File: config.mk
export PLATFORM = sky130hd
export DESIGN_NAME = sync_edge_debounce
export DESIGN_NICKNAME = d
export VERILOG_FILES = /design/src/rtl/sync_edge_debounce.sv
export SDC_FILE = /design/constraint.sdc
export NUM_CORES = 1
export LEC_CHECK = 0
export ABC_AREA = 1
export BUFFER_PORTS_ARGS = -buffer_cell sky130_fd_sc_hd__buf_2
export CAP_MARGIN = 20
export CORE_ASPECT_RATIO = 0.8
export CORE_MARGIN = 2
export CORE_UTILIZATION = 35
export DETAILED_ROUTE_END_ITERATION = 6
export GPL_TIMING_DRIVEN = 0
export PLACE_DENSITY_LB_ADDON = 0.05
export SLEW_MARGIN = 40
export SYNTH_ARGS = -nofsm -noshare
export SYNTH_HDL_FRONTEND = slang
export SYNTH_SLANG_ARGS = --single-unit
File: constraint.sdc
create_clock -name clk_des -period 1.57 [get_ports clk_des]
set_input_delay 0.0785 -clock clk_des [delete_from_list [all_inputs] [get_ports clk_des]]
set_output_delay 0.0785 -clock clk_des [all_outputs]
set_load 0.005 [all_outputs]
File: src/rtl/sync_edge_debounce.sv
// Debounces an already-synchronised level: a change is accepted only after
// DEBOUNCE_CYCLES consecutive differing samples. Emits edge/glitch pulses and counts rises.
module sync_edge_debounce #(
    parameter int DEBOUNCE_CYCLES = 4,
    parameter int CNT_W           = 8
) (
    input  logic             clk_des,
    input  logic             rst,
    input  logic             sync_in,
    input  logic             cnt_clr,
    output logic             level_out,
    output logic             rise_pulse,
    output logic             fall_pulse,
    output logic             glitch,
    output logic [CNT_W-1:0] event_cnt
);

    typedef enum logic [1:0] {
        STABLE_LOW  = 2'd0,
        CHK_HIGH    = 2'd1,
        STABLE_HIGH = 2'd2,
        CHK_LOW     = 2'd3
    } state_t;

    localparam logic [7:0]       DC_L     = 8'(DEBOUNCE_CYCLES);
    localparam logic [CNT_W-1:0] CNT_MAX  = {CNT_W{1'b1}};
    localparam bit               SINGLE   = (DEBOUNCE_CYCLES == 1);

    state_t           state_q, state_d;
    logic [7:0]       stab_cnt_q, stab_cnt_d;
    logic             level_q, level_d;
    logic             rise_q, rise_d;
    logic             fall_q, fall_d;
    logic             glitch_q, glitch_d;
    logic [CNT_W-1:0] event_cnt_q, event_cnt_d;

    logic [7:0]       stab_inc;
    logic             reached;
    logic             accept_rise;
    logic             accept_fall;
    logic             reject;

    assign stab_inc = stab_cnt_q + 8'd1;
    assign reached  = (stab_inc >= DC_L);

    always_ff @(posedge clk_des or posedge rst) begin
        if (rst) begin
            state_q     <= STABLE_LOW;
            stab_cnt_q  <= 8'd0;
            level_q     <= 1'b0;
            rise_q      <= 1'b0;
            fall_q      <= 1'b0;
            glitch_q    <= 1'b0;
            event_cnt_q <= '0;
        end else begin
            state_q     <= state_d;
            stab_cnt_q  <= stab_cnt_d;
            level_q     <= level_d;
            rise_q      <= rise_d;
            fall_q      <= fall_d;
            glitch_q    <= glitch_d;
            event_cnt_q <= event_cnt_d;
        end
    end

    always_comb begin
        state_d     = state_q;
        stab_cnt_d  = stab_cnt_q;
        accept_rise = 1'b0;
        accept_fall = 1'b0;
        reject      = 1'b0;
        case (state_q)
            STABLE_LOW: begin
                if (sync_in) begin
                    if (SINGLE) begin
                        state_d     = STABLE_HIGH;
                        stab_cnt_d  = 8'd0;
                        accept_rise = 1'b1;
                    end else begin
                        state_d    = CHK_HIGH;
                        stab_cnt_d = 8'd1;
                    end
                end
            end
            CHK_HIGH: begin
                if (!sync_in) begin
                    state_d    = STABLE_LOW;
                    stab_cnt_d = 8'd0;
                    reject     = 1'b1;
                end else if (reached) begin
                    state_d     = STABLE_HIGH;
                    stab_cnt_d  = 8'd0;
                    accept_rise = 1'b1;
                end else begin
                    stab_cnt_d = stab_inc;
                end
            end
            STABLE_HIGH: begin
                if (!sync_in) begin
                    if (SINGLE) begin
                        state_d     = STABLE_LOW;
                        stab_cnt_d  = 8'd0;
                        accept_fall = 1'b1;
                    end else begin
                        state_d    = CHK_LOW;
                        stab_cnt_d = 8'd1;
                    end
                end
            end
            CHK_LOW: begin
                if (sync_in) begin
                    state_d    = STABLE_HIGH;
                    stab_cnt_d = 8'd0;
                    reject     = 1'b1;
                end else if (reached) begin
                    state_d     = STABLE_LOW;
                    stab_cnt_d  = 8'd0;
                    accept_fall = 1'b1;
                end else begin
                    stab_cnt_d = stab_inc;
                end
            end
            default: begin
                state_d    = STABLE_LOW;
                stab_cnt_d = 8'd0;
            end
        endcase
    end

    always_comb begin
        level_d  = level_q;
        rise_d   = accept_rise;
        fall_d   = accept_fall;
        glitch_d = reject;
        if (accept_rise) level_d = 1'b1;
        if (accept_fall) level_d = 1'b0;
        // Clear takes priority over a same-edge increment.
        event_cnt_d = event_cnt_q;
        if (cnt_clr) begin
            event_cnt_d = '0;
        end else if (accept_rise && (event_cnt_q != CNT_MAX)) begin
            event_cnt_d = event_cnt_q + 1'b1;
        end
    end

    assign level_out  = level_q;
    assign rise_pulse = rise_q;
    assign fall_pulse = fall_q;
    assign glitch     = glitch_q;
    assign event_cnt  = event_cnt_q;

endmodule

* Word-level counts from Yosys, hierarchy flattened
Cells that the tools add are included.
** Word-level totals
- Register bits after elaboration :: 22
- Bits of input ports :: 4
- Word-level logic and storage cells :: 49
** Cells by class
- $add $sub $neg :: 2
- Order comparisons :: 1
- Equal/unequal tests :: 8
- Multiplexer cells :: 25
- Reductions and logical operators :: 6
** Operators by type and width (count)
- $mux W8 :: 7
- $pmux W8 S4 :: 1
- $add A8 B1 Y8 const B :: 2
- $mux W2 :: 6
- $mux W1 :: 9
- $ge A8 B3 Y1 const B :: 1
- $ne A8 B8 Y1 const B :: 1
- $pmux W2 S4 :: 1
- $ne A3 B3 Y1 const B :: 2
- $eq A2 B2 Y1 const B :: 2
- $ne A2 B2 Y1 const B :: 2
- $reduce_and A4 Y1 :: 1
- $reduce_bool A2 Y1 :: 2
- $eq A2 B1 Y1 const B :: 1
- $logic_not A2 Y1 :: 1
- $pmux W1 S2 :: 1
- $reduce_and A2 Y1 :: 1
- $logic_and A1 B1 Y1 :: 1

* Longest topological paths before layout
Gate-level depths: netlist of run 1.
- Word-level depth :: 8
- Mapped depth :: 12

* Least setup slack after synthesis of run 1
OpenSTA, ideal clock, no wires.
- Kind :: register to register
- Start point :: register stab_cnt_q[1]
- End point :: register event_cnt_q[2] (netlist: event_cnt[2])
- Setup time :: 0.118 ns
- Arrival time :: 1.440 ns
- Required time :: 1.452 ns
- Slack :: 0.012 ns
- Stages on the path, launching flop included :: 11
- Buffers on the path :: 0
- Cell sequence :: dfrtp_1 ha_1 nand2_1 nor2_2 a21oi_1 nor2_1 nand3_2 nand3_4 nand2_4 nand2_1 nand2_1
** Between the ends
- Word-level cells in the longest chain between the ends :: 7
** Ends and longest elaborated chain
- start: declaration :: RTL line 30 : logic [7:0] stab_cnt_q, stab_cnt_d;
- start signal: assignment :: RTL line 57 : stab_cnt_q <= stab_cnt_d;
- $add A8 B1 Y8 :: RTL line 43 : assign stab_inc = stab_cnt_q + 8'd1;
- $ge A8 B3 Y1 :: RTL line 44 : assign reached = (stab_inc >= DC_L);
- $mux W1 :: RTL line 90 : end else if (reached) begin
- $mux W1 :: RTL line 86 : if (!sync_in) begin
- $mux W1 :: RTL line 72 : case (state_q)
- $logic_and A1 B1 Y1 :: RTL line 141 : end else if (accept_rise && (event_cnt_q != CNT_MAX)) begin
- $reduce_bool A2 Y1 (no line)
- end signal: assignment :: RTL line 62 : event_cnt_q <= event_cnt_d;
- end: declaration :: RTL line 35 : logic [CNT_W-1:0] event_cnt_q, event_cnt_d;
Every way passes these cells.
A chain may end at the register's enable or synchronous reset.

* Worst setup path after layout of run 1
- Start point :: register event_cnt_q[1] (netlist: event_cnt[1])
- End point :: register event_cnt_q[3] (netlist: event_cnt[3])
** Between the ends
- Word-level cells in the longest chain between the ends :: 3
- Elaborated cells between the ends (all ways) :: 6
- Classes of those cells :: add/sub (1); eq/ne (1); mux (2); reduce/logical (2)
** Ends and longest elaborated chain (RTL line)
- $add A8 B1 Y8 / $ne A8 B8 Y1 (equally long branches) :: 142, 141
- $mux W8 / $logic_and A1 B1 Y1 (equally long branches) :: 141
- $mux W8 / $reduce_bool A2 Y1 (equally long branches)
Parallel ways exist; a longest one is shown, timed or not. The select of a mux whose other input is x is not followed.

==> results of run 1 <==
==> cell families after synthesis <==
group                      share of synthesized area
xor gates and xnor gates                      0.0568
AOI/OAI and AO/OA                             0.0206
and+or+nand+nor                                0.376
DFF                                            0.454
buffers and inverters                         0.0722
adders and majority gates                     0.0206
==> final cells by class <==
cell class	count	area, µm²	area share
inverter	19	71.3	0.0452
timing repair buffer	22	148	0.0935
multi-input combinational	110	682	0.432
clock buffer	4	55.1	0.0349
buffer	2	16.3	0.0103
sequential	22	554	0.351
tap	42	52.6	0.0333
==> cells in the mapped netlist <==
| library cell | instances |
|---|---|
| nand2_1 | 43 |
| dfrtp_1 | 22 |
| nor2_1 | 21 |
| inv_1 | 18 |
| nand3_1 | 14 |
| nor2_2 | 4 |
| nand4_1 | 3 |
| o21ai_0 | 3 |
| xnor2_1 | 3 |
| xor2_1 | 3 |
| a21oi_1 | 2 |
| ha_1 | 2 |
| nand2_4 | 2 |
| nand3_2 | 2 |
| nor3_1 | 2 |
| buf_2 | 1 |
| buf_6 | 1 |
| clkinv_1 | 1 |
| nand2_2 | 1 |
| nand3_4 | 1 |
| nand3b_1 | 1 |
| nor2_4 | 1 |
| or2_2 | 1 |
| xor2_2 | 1 |
==> flip-flops by register name (all words and copies together) (netlist names), named ones only <==
register	cells
state_q	1
glitch	1
level_out	1
event_cnt	8
rise_pulse	1
fall_pulse	1
stab_cnt_q	8
==> final timing paths <==
path                              start            end  slack [ns]  cells after the start
max in group asynchronous           rst  stab_cnt_q[3]        0.85                      3
min                             sync_in     fall_pulse        0.13                      4
min in group asynchronous           rst     rise_pulse        0.37                      3
max                        event_cnt[1]   event_cnt[3]       -0.05                      9
min reg2reg                   level_out      level_out        0.47                      2
max reg2reg                event_cnt[1]   event_cnt[3]       -0.05                      9
==> critical path, cell delays in order, from the launching register on <==
cell and delay, ns:
dfrtp_1 0.40, ha_1 0.22, nand2_1 0.06, inv_1 0.07, nand4_1 0.11, nand3b_1 0.23
nand3_4 0.19, nand2_8 0.10, nand2_1 0.08, nand2_1 0.05
==> through the flow <==
stage               setup slack [ns]   TNS (ns)
CTS                        -0.000364  -0.000364
global placement              -0.236      -2.18
detailed placement            -0.258      -2.32
floorplan                     0.0120          0
global route                  -0.164      -1.42
finish                       -0.0542     -0.264
==> power groups by stage <==
stage / clock [mW] / combinational, mW / sequential (mW)
floorplan: 0 / 0.260 / 0.730
global placement: 0 / 0.362 / 0.738
detailed placement: 0 / 0.364 / 0.737
CTS: 0.427 / 0.442 / 0.724
global route: 0.453 / 0.544 / 0.746
finish: 0.407 / 0.460 / 0.732
==> timing repair <==
| item | in CTS | in global routing |
|---|---|---|
| pin swaps | 4 | 14 |
| resized for setup | 5 | 27 |
| hold endpoints to repair | 22 | 0 |
| setup endpoints to repair | 15 | 14 |
| hold buffers | 1 | 0 |
| setup buffers | 7 | 0 |
==> per-layer routing <==
metal | track usage | vias up
li1 | - | 529
met1 | 0.202 | 437
met2 | 0.208 | 14
met3 | 0.0467 | 2
met4 | 0.0247 | 0
met5 | 0 | -
==> impl_metrics.py, run 1 <==
metrics = {
    "run_status": {
        "status": "finished, violations left",
        "failed_checks": "negative setup slack",
    },
    "finish": {
        "nets": 186,
        "most-common-layout-cells": "nand2_1, nor2_1, dfrtp_1",
        "layout_commonest_cell": "nand2_1",
        "nFillCells": 348,
        "final_cells": 221,
        "fin_util": 0.468,
        "fin_area_um2": 1580,
        "diodes": 0,
        "syn2layout_area_growth_pct": 30.2,
        "layout-drive-gt1-share": 0.335,
    },
    "global_route": {
        "grt_pass1_wl_mm": 4.35,
        "gr-usage-all-layers": 0.140,
        "grt_max_degree": 23,
        "grt_pass1_vias": 946,
        "grt-ovfl-total": 0,
        "antenna_found_initial": 0,
    },
    "detailed_routing": {
        "vias_per_cell": 4.44,
        "wl_met1_mm": 1.32,
        "wire_per_inst_um": 11.1,
        "drtIter0Drc": 16,
        "wl_mm": 2.46,
        "drt_first_pass_iters": 4,
        "route.met3.wl_um": 98,
        "drc": 0,
        "antenna_left": 0,
        "via_count": 982,
        "top_layer_used": "met4",
        "wl_met2_mm": 1.02,
    },
    "setup_path": {
        "worstPathRequired_ns": 1.72,
        "cp_max_fo": 8,
        "cp-end-kind": "flop",
        "crit_path_start_kind": "flop",
        "worstPathArrival_ns": 1.78,
        "critPathKind": "reg -> reg",
    },
    "power_and_ir_drop": {
        "p_int_mw": 1.07,
        "combPwrFrac": 0.288,
        "clkPwrFrac": 0.255,
        "p_leak_nw": 0.819,
        "p_seq_frac": 0.458,
        "powerDensity_nw_per_um2": 1010,
        "power_mw": 1.60,
        "p_sw_mw": 0.528,
        "vdd_drop_max_uv": 662,
        "power.share.switching": 0.331,
    },
    "timing": {
        "relSlewSlack": 0.685,
        "period_minus_slack_ns": 1.62,
        "post-route-period-util": 1.03,
        "drv_slew": 0,
        "skew_ns": 0.000568,
        "setup_slack_ns": -0.0542,
        "setup_viol": 8,
        "finalHoldViolations": 0,
        "whs_ns": 0.126,
        "rsz0062_at_grt": "yes",
        "tightest_slew_ns": 0.472,
        "fmax_mhz": 616,
    },
    "floorplan": {
        "initial_core_util": 0.359,
        "core_area_um2": 3380,
        "placementRows": 19,
        "die_w_um": 69.8,
        "die_area_um2": 3950,
        "die_h_um": 56.6,
        "io_pins": 16,
    },
    "yosys": {
        "syn_area_um2": 1210,
        "synth_nets": 159,
        "synth_area_leaders": "dfrtp_1, nand2_1, nor2_1",
        "avgSynthCellArea_um2": 7.92,
        "ys.warnings.count": 0,
        "yosysUniqueCellTypes": 24,
        "synthCells": 153,
        "yosys.area.top_type_share": 0.454,
        "yosysTopAreaCell": "dfrtp_1",
        "yosysSeqAreaShare": 0.454,
        "ys_ff_latch": 22,
    },
    "clocking": {
        "ctsHtreeMaxLevel": 1,
        "clk-insertion-delay-late_ns": 0.26,
        "cts_buffer_depth": 2,
        "cts.sinks": 22,
        "cts_buffers": 3,
        "clk_pin_slew_ns": 0.08,
        "root_buffer": "clkbuf_8",
        "cts_tree": "built",
    },
    "hold_path": {
        "hold_class": "in -> reg",
    },
    "placed_design": {
        "dpl_cell_area_um2": 1340,
        "place_congestion": 0.770,
        "portBuffers": 14,
        "dp_cells": 209,
        "dpl.hpwl_mm": 1.71,
    },
    "run": {
        "maxCapViolCount": 0,
    },
}
(Power assumes the default switching activity.)
==> run 2: changes to the inputs <==
--- a/config.mk
+++ b/config.mk
@@ -14,6 +14,7 @@
 export DETAILED_ROUTE_END_ITERATION = 6
 export GPL_TIMING_DRIVEN = 0
 export PLACE_DENSITY_LB_ADDON = 0.05
+export SETUP_SLACK_MARGIN = 0.05
 export SLEW_MARGIN = 40
 export SYNTH_ARGS = -nofsm -noshare
 export SYNTH_HDL_FRONTEND = slang
==> constraint.sdc (replaced) <==
create_clock -name clk_des -period 1.4 [get_ports clk_des]
set_input_delay 0.14 -clock clk_des [delete_from_list [all_inputs] [get_ports clk_des]]
set_output_delay 0.14 -clock clk_des [all_outputs]
set_load 0.005 [all_outputs]
==> run 2 against run 1 <==
The run still ends with negative setup slack left. Global-route usage increased by 0.57 points. Setup slack got worse by 0.18 ns. Sequential power is 12% higher. Non-clock buffer count grew 2. Register-to-register slack got worse by 0.18 ns. Largest cell class unchanged. Final area up 1.7%. Final cell count increased by 1.4%. First-iteration DRC count shrank 19%. Fmax decreased by 0.80%. Critical path type unchanged.
==> impl_metrics.py, run 2 (synthesis results as in run 1) <==
metrics = {
    "run_status": {
        "status": "finished, violations left",
        "failed_checks": "negative setup slack",
    },
    "global_route": {
        "grt_pass1_vias": 1007,
        "gr-usage-all-layers": 0.146,
        "grt-ovfl-total": 0,
        "antenna_found_initial": 0,
        "grt_pass1_wl_mm": 4.57,
        "grt_max_degree": 23,
    },
    "finish": {
        "nets": 189,
        "diodes": 0,
        "syn2layout_area_growth_pct": 32.4,
        "layout_commonest_cell": "nand2_1",
        "layout-drive-gt1-share": 0.368,
        "fin_area_um2": 1610,
        "nFillCells": 354,
        "most-common-layout-cells": "nand2_1, nor2_1, dfrtp_1",
    },
    "floorplan": {
        "io_pins": 16,
        "die_w_um": 69.8,
        "placementRows": 19,
        "initial_core_util": 0.359,
        "die_h_um": 56.6,
        "die_area_um2": 3950,
        "core_area_um2": 3380,
    },
    "placed_design": {
        "place_congestion": 0.784,
        "dpl_cell_area_um2": 1340,
        "portBuffers": 14,
        "dp_slack_ns": -0.350,
        "dpl.hpwl_mm": 1.74,
    },
    "power_and_ir_drop": {
        "p_int_mw": 1.22,
        "p_leak_nw": 0.814,
        "vdd_drop_max_uv": 771,
        "power_mw": 1.86,
        "clkPwrFrac": 0.245,
        "power.share.switching": 0.347,
        "powerDensity_nw_per_um2": 1160,
        "combPwrFrac": 0.313,
        "p_sw_mw": 0.646,
        "p_seq_frac": 0.442,
    },
    "detailed_routing": {
        "drc": 0,
        "drt_first_pass_iters": 4,
        "drtIter0Drc": 13,
        "wire_per_inst_um": 12.1,
        "antenna_left": 0,
        "vias_per_cell": 4.74,
        "wl_mm": 2.71,
        "via_count": 1061,
    },
    "clocking": {
        "root_buffer": "clkbuf_8",
        "cts.sinks": 22,
        "cts_buffers": 3,
        "cts_buffer_depth": 2,
        "ctsHtreeMaxLevel": 1,
        "clk-insertion-delay-late_ns": 0.26,
        "clk_pin_slew_ns": 0.08,
        "cts_tree": "built",
    },
    "timing": {
        "period_minus_slack_ns": 1.64,
        "finalHoldViolations": 0,
        "relSlewSlack": 0.676,
        "skew_ns": 0.00173,
        "drv_slew": 0,
        "post-route-period-util": 1.17,
        "rsz0062_at_grt": "yes",
        "setup_slack_ns": -0.237,
        "setup_viol": 14,
        "tightest_slew_ns": 0.485,
        "fmax_mhz": 611,
    },
    "setup_path": {
        "worstPathArrival_ns": 1.79,
        "crit_path_start_kind": "flop",
        "worstPathRequired_ns": 1.56,
        "cp_max_fo": 5,
        "cp-end-kind": "flop",
        "critPathKind": "reg -> reg",
    },
    "run": {
        "maxCapViolCount": 0,
    },
    "hold_path": {
        "hold_class": "in -> reg",
    },
}
## run 2: changes by cell type in the layout (fill, tap and decap cells not counted), sizes merged
cell | previous run | this run
buf | 23 | 25
nand3 | 17 | 18
## run 2: worst paths after layout
kind                       slack (ns)           from             to  cells after the start
hold reg to reg                  0.47      level_out      level_out                      2
setup reg to reg                -0.24  stab_cnt_q[0]   event_cnt[7]                     10
setup / recovery                -0.24  stab_cnt_q[0]   event_cnt[7]                     10
min in group asynchronous        0.45            rst     rise_pulse                      3
hold / removal                   0.18        sync_in     fall_pulse                      4
max in group asynchronous        0.60            rst  stab_cnt_q[3]                      3
## run 2: through the flow
step                      TNS, ns  hold WS, ns  cells   util
after floorplan            -0.807        0.129    153      -
after global placement      -3.19        0.368    209  0.397
after detailed placement    -3.76        0.191    209  0.397
after CTS                   -2.20        0.175    222  0.441
after global routing        -3.78        0.206    224  0.476
final                       -2.22        0.184    224  0.476
## run 2: layer usage
| layer | track usage | wire, µm | vias up |
|---|---|---|---|
| met5 | 0 | 0 | - |
| met4 | 0.0165 | 13 | 0 |
| met3 | 0.0449 | 86 | 2 |
| met2 | 0.227 | 1250 | 15 |
| met1 | 0.208 | 1360 | 510 |
| li1 | - | - | 534 |
## run 2: cell type report
type / instances / area, µm² / share of cell area
Sequential cell: 22 / 554 / 0.345
Clock buffer: 4 / 55.1 / 0.0343
Inverter: 19 / 71.3 / 0.0444
Timing Repair Buffer: 24 / 151 / 0.0943
Tap cell: 42 / 52.6 / 0.0327
Buffer: 2 / 16.3 / 0.0101
Multi-Input combinational cell: 111 / 704 / 0.439
## run 2: critical path, stage by stage, from the launching register on
cell and delay, ns:
dfrtp_2 0.45, ha_4 0.21, nand2_4 0.07, nor2_4 0.04, a21oi_2 0.17, nor2_4 0.07, nand3_4 0.08, nand3_4 0.15
buf_4 0.18, nand3_1 0.06, nand2_1 0.06
## run 2: power by group through the flow
| stage | registers (mW) | logic (mW) | clock network (mW) |
|---|---|---|---|
| 6_report | 0.823 | 0.583 | 0.457 |
| 3_5_place_dp | 0.829 | 0.423 | 0 |
| 3_3_place_gp | 0.828 | 0.412 | 0 |
| 4_1_cts | 0.810 | 0.525 | 0.478 |
| 2_1_floorplan | 0.819 | 0.297 | 0 |
| 5_1_grt | 0.835 | 0.668 | 0.509 |
## run 2: what timing repair did
action	CTS	global route
gates resized for setup	6	27
gates cloned	1	0
endpoints found under the setup margin	15	17
buffers inserted	7	2
hold endpoints to repair	22	0
hold buffers	1	0
pin swaps	7	5
==> run 3: changes to the inputs <==
--- a/config.mk
+++ b/config.mk
@@ -12,7 +12,6 @@
 export CORE_MARGIN = 2
 export CORE_UTILIZATION = 35
 export DETAILED_ROUTE_END_ITERATION = 6
-export GPL_TIMING_DRIVEN = 0
 export PLACE_DENSITY_LB_ADDON = 0.05
 export SETUP_SLACK_MARGIN = 0.05
 export SLEW_MARGIN = 40
==> constraint.sdc (replaced) <==
create_clock -name clk_des -period 1.7 [get_ports clk_des]
set_input_delay 0.17 -clock clk_des [delete_from_list [all_inputs] [get_ports clk_des]]
set_output_delay 0.17 -clock clk_des [all_outputs]
set_load 0.005 [all_outputs]
==> run 3 against run 2 <==
Critical endpoint is now event_cnt[1]. Final cell count fell by 0.89%. The run now ends clean. Global-route usage decreased by 0.82 points. Largest power group unchanged. Die area did not move. Clock power is 31% lower. Flip-flop and latch count did not move. Final area fell by 6.0%. Sequential share of layout area is 2.0 points higher. Clock-buffer cell count fell by 1. Non-clock buffer count is 1 lower. Power down 23%.
==> impl_metrics.py, run 3 (synthesis results as in run 1) <==
metrics = {
    "run_status": {
        "status": "complete, no violations",
    },
    "timing": {
        "fin_setup_tns_ns": 0,
        "fmax_mhz": 619,
        "relSlewSlack": 0.750,
        "period_minus_slack_ns": 1.62,
        "setup_viol": 0,
        "tightest_slew_ns": 0.374,
        "post-route-period-util": 0.950,
        "skew_ns": 0.00184,
        "rsz0062_at_grt": "yes",
        "finalHoldViolations": 0,
        "drv_slew": 0,
    },
    "finish": {
        "layout-drive-gt1-share": 0.283,
        "layout_commonest_cell": "nand2_1",
        "nFillCells": 356,
        "most-common-layout-cells": "nand2_1, dfrtp_1, nor2_1",
        "final_cells": 222,
        "syn2layout_area_growth_pct": 24.5,
        "nets": 188,
        "fin_area_um2": 1510,
        "diodes": 0,
    },
    "clocking": {
        "cts_tree": "built",
        "ctsHtreeMaxLevel": 1,
        "clk-insertion-delay-late_ns": 0.25,
        "cts.sinks": 22,
        "root_buffer": "clkbuf_8",
        "cts_buffer_depth": 2,
        "cts_buffers": 3,
        "clk_pin_slew_ns": 0.08,
    },
    "global_route": {
        "gr-usage-all-layers": 0.138,
        "grt_pass1_wl_mm": 4.33,
        "grt_pass1_vias": 986,
        "antenna_found_initial": 0,
        "grt-ovfl-total": 0,
        "grt_max_degree": 23,
    },
    "power_and_ir_drop": {
        "p_leak_nw": 0.786,
        "powerDensity_nw_per_um2": 948,
        "vdd_drop_max_uv": 327,
    },
    "detailed_routing": {
        "drt_first_pass_iters": 4,
        "antenna_left": 0,
        "drc": 0,
        "drtIter0Drc": 57,
        "wire_per_inst_um": 11.4,
        "via_count": 1030,
        "wl_mm": 2.53,
        "vias_per_cell": 4.64,
    },
    "setup_path": {
        "crit_path_max_incr_delay_ns": 0.41,
        "critPathKind": "reg -> reg",
        "slowest_stage": "dfrtp_1",
        "worstPathRequired_ns": 1.85,
        "worstPathArrival_ns": 1.76,
        "crit_chain": "ha_4 -> nand2_1 -> nor2_2 -> nand3_1 -> nand2_2 -> nor2_4 -> nand3_4 -> nand3_4 -> buf_4 -> nand3_1 -> nand2_1",
        "cp-end-kind": "flop",
        "cp_max_fo": 5,
        "crit_path_start_kind": "flop",
    },
    "placed_design": {
        "dpl_cell_area_um2": 1360,
        "dp_cells": 213,
        "dpl.hpwl_mm": 1.79,
        "place_congestion": 0.734,
        "portBuffers": 15,
    },
    "floorplan": {
        "io_pins": 16,
        "placementRows": 19,
        "die_w_um": 69.8,
        "die_area_um2": 3950,
        "core_area_um2": 3380,
        "die_h_um": 56.6,
        "initial_core_util": 0.359,
    },
    "hold_path": {
        "hold_class": "in -> reg",
    },
    "run": {
        "maxCapViolCount": 0,
    },
}
[run 3: critical path: cells and delay by family (launching register included)]
family | cells | cell delay [ns]
fa+ha+maj | 1 | 0.18
buf+inv | 1 | 0.17
flops | 1 | 0.41
simple gates | 9 | 0.75
[run 3: worst paths after layout]
check | start | end | slack [ns] | cells past startpoint
setup reg to reg | stab_cnt_q[0] | event_cnt[1] | 0.08 | 11
hold / removal | sync_in | fall_pulse | 0.20 | 4
setup / recovery | stab_cnt_q[0] | event_cnt[1] | 0.08 | 11
hold reg to reg | level_out | level_out | 0.48 | 2
min in group asynchronous | rst | fall_pulse | 0.49 | 4
max in group asynchronous | rst | stab_cnt_q[2] | 0.96 | 4
[run 3: timing repair]
item,CTS,global route
hold buffers,1,0
setup endpoints to repair,8,11
hold endpoints to repair,22,0
setup buffers,1,3
gates resized for setup,1,14
cloned,0,1
pin swaps,0,7
[run 3: area by class of cell]
class	count	area [µm²]	share of cell area
timing repair buffer	25	156	0.104
multi-input combinational	111	636	0.421
inverter	19	71.3	0.0473
tap	42	52.6	0.0348
sequential	22	552	0.366
clock buffer	3	41.3	0.0274
[run 3: routing by layer]
layer  routed length, µm  GRT usage  vias up
met5                   0          0        -
met4                  16     0.0247        0
met3                 100     0.0431        2
met2                1070      0.201       18
met1                1340      0.202      481
li1                    -          -      529
[run 3: report_power, final]
part | switching (mW) | total [mW] | internal (mW)
logic | 0.265 | 0.445 | 0.180
registers | 0.0676 | 0.668 | 0.600
clock network | 0.159 | 0.317 | 0.158
[run 3: stage by stage]
stage               hold WS, ns  total power [mW]  setup slack, ns  utilization
finish                    0.202              1.43           0.0843        0.447
global route              0.216              1.55          -0.0616        0.447
CTS                       0.218              1.40           0.0527        0.421
detailed placement        0.227              1.05           0.0131        0.403
global placement          0.223              1.05           0.0675        0.403
floorplan                 0.159             0.914            0.142            -
